<file path="src/rtl/bf16_pkg.sv">
// Shared definitions for the bfloat16 operation scheduler: opcode encodings,
// the quiet-NaN result returned for the reserved opcode, the scheduler FSM
// state type and the tag that travels alongside each operation.
package bf16_pkg;

    typedef enum logic [1:0] {
        OP_ADD = 2'b00,
        OP_SUB = 2'b01,
        OP_MUL = 2'b10,
        OP_RSV = 2'b11
    } bf16_op_e;

    localparam logic [15:0] BF16_QNAN = 16'h7FC0;

    typedef enum logic [1:0] {
        ST_RUN   = 2'd0,
        ST_DRAIN = 2'd1,
        ST_DONE  = 2'd2
    } sched_state_e;

    // One tag per accepted operation: valid, requester id, reserved-opcode flag.
    typedef struct packed {
        logic valid;
        logic id;
        logic rsv;
    } sched_tag_t;

endpackage

</file>
<file path="src/rtl/bf16_rr_arb.sv">
// Two-input arbiter for the scheduler. Grants are combinational and only
// given while en is high; last holds the id of the most recent grant and
// resets to 1 so requester 0 wins the first contention.
// Build option: BF16_SCHED_FIXED_PRIO_EN selects fixed priority
// (requester 0 always wins) instead of round-robin.
module bf16_rr_arb (
    input  logic       clk,
    input  logic       rst_n,
    input  logic [1:0] req,
    input  logic       en,
    output logic [1:0] grant,
    output logic       last
);

    // Pick at most one requester this cycle.
    always_comb begin
        grant = 2'b00;
        if (en) begin
`ifdef BF16_SCHED_FIXED_PRIO_EN
            if (req[0]) begin
                grant = 2'b01;
            end else if (req[1]) begin
                grant = 2'b10;
            end
`else
            if (req == 2'b11) begin
                grant = last ? 2'b01 : 2'b10;
            end else begin
                grant = req;
            end
`endif
        end
    end

    // Remember who was granted last so contention alternates.
    always_ff @(posedge clk or negedge rst_n) begin
        if (!rst_n) begin
            last <= 1'b1;
        end else if (grant != 2'b00) begin
            last <= grant[1];
        end
    end

endmodule

</file>
<file path="src/rtl/bf16_op_scheduler.sv">
// Shares one bfloat16 ALU between two requesters. Accepted operations are
// registered into the issue stage, a tag follows each one through an
// ALU_LAT-deep pipe, and the response (ALU result or qNaN for the reserved
// opcode) is registered out as a one-cycle pulse in issue order.
// flush moves the FSM to DRAIN (no new accepts) and then DONE once nothing
// is left in flight.
// Build option: BF16_SCHED_FIXED_PRIO_EN (fixed priority arbitration, see
// bf16_rr_arb).
// Handshake: a request transfers on a rising edge where req_valid[i] and
// req_ready[i] are both high; req_ready is the combinational grant, never
// depends on anything but req_valid and registered state, and is low outside
// RUN. Responses have no backpressure.
import bf16_pkg::*;

module bf16_op_scheduler #(
    parameter int ALU_LAT = 3,
    parameter int NREQ    = 2
) (
    input  logic                 clk,
    input  logic                 rst_n,
    input  logic [NREQ-1:0]      req_valid,
    output logic [NREQ-1:0]      req_ready,
    input  logic [2*NREQ-1:0]    req_op,
    input  logic [16*NREQ-1:0]   req_a,
    input  logic [16*NREQ-1:0]   req_b,
    output logic                 alu_valid,
    output logic [1:0]           alu_op,
    output logic [15:0]          alu_a,
    output logic [15:0]          alu_b,
    input  logic [15:0]          alu_result,
    output logic                 rsp_valid,
    output logic                 rsp_id,
    output logic [15:0]          rsp_data,
    input  logic                 flush,
    output logic                 flush_done,
    output logic [1:0]           dbg_state,
    output logic [3:0]           dbg_inflight,
    output logic                 dbg_last
);

    sched_state_e state_q, state_d;
    logic [1:0]   grant;
    logic         accept;
    logic         acc_id;
    logic [1:0]   acc_op;
    logic [15:0]  acc_a, acc_b;
    sched_tag_t   iss_tag;
    sched_tag_t   tag_q [ALU_LAT];
    logic         pipe_empty;
    logic [3:0]   inflight_q;

    bf16_rr_arb u_arb (
        .clk   (clk),
        .rst_n (rst_n),
        .req   (req_valid),
        .en    (state_q == ST_RUN),
        .grant (grant),
        .last  (dbg_last)
    );

    assign req_ready = grant;
    assign accept    = |grant;
    assign acc_id    = grant[1];
    assign acc_op    = acc_id ? req_op[3:2]  : req_op[1:0];
    assign acc_a     = acc_id ? req_a[31:16] : req_a[15:0];
    assign acc_b     = acc_id ? req_b[31:16] : req_b[15:0];

    // Issue stage: the reserved opcode takes a tag slot but never reaches the ALU.
    always_ff @(posedge clk or negedge rst_n) begin
        if (!rst_n) begin
            iss_tag   <= '0;
            alu_valid <= 1'b0;
            alu_op    <= 2'b00;
            alu_a     <= 16'h0000;
            alu_b     <= 16'h0000;
        end else if (accept) begin
            iss_tag.valid <= 1'b1;
            iss_tag.id    <= acc_id;
            iss_tag.rsv   <= (acc_op == OP_RSV);
            alu_valid     <= (acc_op != OP_RSV);
            alu_op        <= acc_op;
            alu_a         <= acc_a;
            alu_b         <= acc_b;
        end else begin
            iss_tag   <= '0;
            alu_valid <= 1'b0;
        end
    end

    // Tag pipe: the last stage lines up with alu_result for the same op.
    always_ff @(posedge clk or negedge rst_n) begin
        if (!rst_n) begin
            for (int k = 0; k < ALU_LAT; k++) begin
                tag_q[k] <= '0;
            end
        end else begin
            tag_q[0] <= iss_tag;
            for (int k = 1; k < ALU_LAT; k++) begin
                tag_q[k] <= tag_q[k-1];
            end
        end
    end

    // Response stage: register the tag and pick ALU result or qNaN.
    always_ff @(posedge clk or negedge rst_n) begin
        if (!rst_n) begin
            rsp_valid <= 1'b0;
            rsp_id    <= 1'b0;
            rsp_data  <= 16'h0000;
        end else begin
            rsp_valid <= tag_q[ALU_LAT-1].valid;
            rsp_id    <= tag_q[ALU_LAT-1].valid & tag_q[ALU_LAT-1].id;
            if (!tag_q[ALU_LAT-1].valid) begin
                rsp_data <= 16'h0000;
            end else if (tag_q[ALU_LAT-1].rsv) begin
                rsp_data <= BF16_QNAN;
            end else begin
                rsp_data <= alu_result;
            end
        end
    end

    // In-flight count: accepts minus responses.
    always_ff @(posedge clk or negedge rst_n) begin
        if (!rst_n) begin
            inflight_q <= 4'd0;
        end else begin
            unique case ({accept, rsp_valid})
                2'b10:   inflight_q <= inflight_q + 4'd1;
                2'b01:   inflight_q <= inflight_q - 4'd1;
                default: inflight_q <= inflight_q;
            endcase
        end
    end

    // Nothing left between the issue register and the last tag stage.
    always_comb begin
        pipe_empty = !iss_tag.valid;
        for (int k = 0; k < ALU_LAT; k++) begin
            if (tag_q[k].valid) begin
                pipe_empty = 1'b0;
            end
        end
    end

    // FSM state register.
    always_ff @(posedge clk or negedge rst_n) begin
        if (!rst_n) begin
            state_q <= ST_RUN;
        end else begin
            state_q <= state_d;
        end
    end

    // FSM next state: an accept in the same cycle as flush still completes.
    always_comb begin
        state_d = state_q;
        unique case (state_q)
            ST_RUN:   if (flush)      state_d = ST_DRAIN;
            ST_DRAIN: if (pipe_empty) state_d = ST_DONE;
            ST_DONE:  if (!flush)     state_d = ST_RUN;
            default:                  state_d = ST_RUN;
        endcase
    end

    assign flush_done   = (state_q == ST_DONE);
    assign dbg_state    = state_q;
    assign dbg_inflight = inflight_q;

endmodule
</file>
<file path="config.mk">
export PLATFORM = sky130hd
export DESIGN_NAME = bf16_op_scheduler
export DESIGN_NICKNAME = d
export VERILOG_FILES = /design/src/rtl/bf16_pkg.sv /design/src/rtl/bf16_rr_arb.sv /design/src/rtl/bf16_op_scheduler.sv
export SDC_FILE = /design/constraint.sdc
export NUM_CORES = 1
export LEC_CHECK = 0
export CORE_MARGIN = 3
export CORE_UTILIZATION = 40
export DETAILED_ROUTE_END_ITERATION = 6
export PLACE_DENSITY = 0.81
export SYNTH_ARGS = -nofsm -noshare
export SYNTH_HDL_FRONTEND = slang
export SYNTH_SLANG_ARGS = --single-unit
</file>
<file path="constraint.sdc">
create_clock -name clk -period 2.53 [get_ports clk]
set_input_delay 0.506 -clock clk [delete_from_list [all_inputs] [get_ports clk]]
set_output_delay 0.506 -clock clk [all_outputs]
set_load 0.005 [all_outputs]
</file>
==> results.toml <==
[critical_path]
start_kind = "primary input"
crit_slowest_cell = "clkdlybuf4s50_1"
critPathMaxFanout = 3
reg2reg_from = "dbg_state[0]"
path_cells = "clkdlybuf4s50_1 > nand3_2 > inv_2 > clkdlybuf4s50_1"
r2r_setup_slack_ns = 0.54
cp_top_family = "buffers and inverters"
critical_path_class = "primary input to primary output"
worstPathArrival_ns = 1.79
reg2regPathDepth = 9
reg2reg_to = "dbg_inflight[2]"
slowest_delay_ns = 0.57
cp.depth = 4
cpMostUsedCell = "clkdlybuf4s50_1"
required_ns = 2.02
crit_buf_inv = 3
cp-end-kind = "primary output"

[job]
drv_cap = 0

[power]
p_comb_share_pct = 44.4
pwr_density_cell_nw_per_um2 = 1010
clockPowerShare_pct = 15.3
intPower_mw = 3.22
power.switching_mw = 1.51
p_leak_nw = 2.20
irDropWorstVdd_mv = 0.443
sw_frac_of_total_pct = 31.9
pwr-share-seq_pct = 40.3

[final_layout]
antenna-diode-count = 0
area_growth_pct = 58.3
drive_gt1_share_pct = 5.72
fin_nets = 490
fillCellCount = 563
final_core_util_pct = 66.9

[die]
pin_count = 152
rows = 30
core_region_area_um2 = 6980
fp.dieArea_um2 = 8440
die_x_um = 91.9
start_util_pct = 42.2
die_y_um = 91.9

[yosys]
syn_inst = 246
synth_commonest_cells = "71 x dfrtp_1, 40 x nand2_1, 35 x mux2i_1"
synth_top_area_share_pct = 60.2
yosys.area.top_type = "dfrtp_1"
synth_cell_types = 29
ys.flop_type = "dfrtp_1"
synth_warnings = 0
postSynthAreaPerCell_um2 = 12.0
syn_area_um2 = 2950
seq_area_frac_synth_pct = 61.1
synth_seq_cells = 72
yosysMostFrequentCell = "dfrtp_1"
synth_fp_nets = 338
ys_top_cells_by_area = "dfrtp_1 60%, mux2i_1 12%, o21ai_1 5.8%, nand2_1 5.1%, o21a_1 2.3%"
async_flop_share_pct = 100
synth-edff-count = 0

[clocking]
cts_hold_buf = 0
root_buffer = "clkbuf_8"
htree_levels = 3
postCtsSetupRepairBufs = 0
cts.sinks = 72
clock_path_buffers = 2
path_clk_slew_ns = 0.07
numCtsBuffers = 9
post_cts_resize_count = 0
cts_tree = "built"
clk_latency_ns = 0.33

[detailed_routing]
dr_wl_met3_um = 658
wl_met2_mm = 3.36
top_layer = "met4"
first_pass_iters = 4
viasPerCell = 4.61
ant_nets = 0
finalWirelength_mm = 6.89
wl_per_cell_um = 13.8
met1_length_mm = 2.79
vias = 2298
drc = 0
drtIter0Drc = 62

[sta]
maxSlewHeadroom_pct = 43.3
setup_tns_ns = 0
rsz0062_at_grt = "false"
hold_violations = 0
setup_viol = 0
worstMarginPinSlew_ns = 0.851
fin_crit_sh_pct = 90.9
fin_skew_ns = 0.00875
drv_slew = 0
period_needed_ns = 2.30
fmax_mhz = 435

[placed_design]
globalplace.congestion = 0.702
place_hpwl_mm = 5.26
port_buffers = 151

[global_route]
antenna_found_initial = 0
grt_pass1_vias = 2342
grt_usage_pct = 17.0
grt_pass1_wl_mm = 11.3
grt_start_max_net_pins = 73
gr-total-overflow = 0

[status]
outcome = "finished, final reports clean"

[hold_path]
hp-class = "primary input to asynchronous set/reset pin"
## cell usage in the layout (no fill, tap or decap), drive strengths merged, types with 3 or more instances in the layout
master and count:
xor2 4, dfrtp 71, nor2b 6, clkbuf 11
ha 3, buf 4, o21a 9, a21oi 3
nand2 40, o21ai 35, nor2 4, clkinv 3
and2 9, clkdlybuf4s50 150, mux2i 35, inv 4
## power by group through the flow
stage,Combinational (mW),Sequential [mW],Clock (mW)
5_1_grt,2.31,1.97,0.806
2_1_floorplan,0.963,1.91,0
6_report,2.10,1.90,0.722
3_5_place_dp,2.13,1.93,0
3_3_place_gp,2.06,1.90,0
4_1_cts,2.14,1.91,0.754
## through the flow
stage	total power [mW]	hold WS [ns]	cells	cell area [um2]	setup slack [ns]
floorplan	2.87	0.210	246	2950	0.458
global placement	3.96	0.333	483	4510	0.169
detailed placement	4.06	0.335	483	4510	0.0885
CTS	4.80	0.313	498	4670	0.219
global route	5.08	0.353	498	4670	0.189
finish	4.72	0.285	498	4670	0.230
## metal layers
layer | track usage, % | up-vias
met1 | 19.2 | 1051
met3 | 6.48 | 9
met4 | 7.30 | 0
li1 | - | 1135
met5 | 0 | -
met2 | 28.5 | 103
## registers in the layout, indices dropped and copies added, names as in the netlist
register and count:
alu_a 16, alu_b 16, alu_op 2, alu_valid 1
dbg_inflight 4, dbg_state 2, iss_tag 3, rsp_data 16
rsp_id 1, rsp_valid 1, tag_q 9, u_arb.last 1
## kinds of logic after synthesis
group	synth area share, %
and+or+nand+nor	9.80
DFF	61.1
xor gates and xnor gates	1.48
AOI/OAI and AO/OA	9.93
buffers and inverters	4.12
adders and majority gates	1.27
muxes	12.3
## worst register-to-register path, stage by stage (launching register included)
cell and delay, ns:
dfrtp_1 0.45, nor2_4 0.19, o21ai_4 0.09, ha_1 0.25
xor2_1 0.18, ha_1 0.18, a21oi_1 0.14, xor2_1 0.17
nor2_1 0.07, xor2_1 0.14
## final cells by class
| type | count | area, um2 | share of cell area (%) |
|---|---|---|---|
| repair buffers | 154 | 1540 | 33.1 |
| flip-flops and latches | 72 | 1800 | 38.6 |
| well taps | 96 | 120 | 2.57 |
| clock inverters | 4 | 22.5 | 0.482 |
| inverters | 4 | 15.0 | 0.322 |
| multi-input cells | 157 | 1030 | 22.1 |
| clock buffers | 11 | 131 | 2.81 |
## worst max path at each step
stage,start,to,slack [ns]
after floorplan,req_valid[1],dbg_inflight[2],0.46
after global placement,req_valid[1],dbg_inflight[2],0.17
after detailed placement,req_valid[1],dbg_inflight[2],0.09
after CTS,req_valid[1],req_ready[1],0.22
after global routing,req_valid[1],req_ready[1],0.19
final,req_valid[1],req_ready[1],0.23
Power figures use the tool's default switching activity.
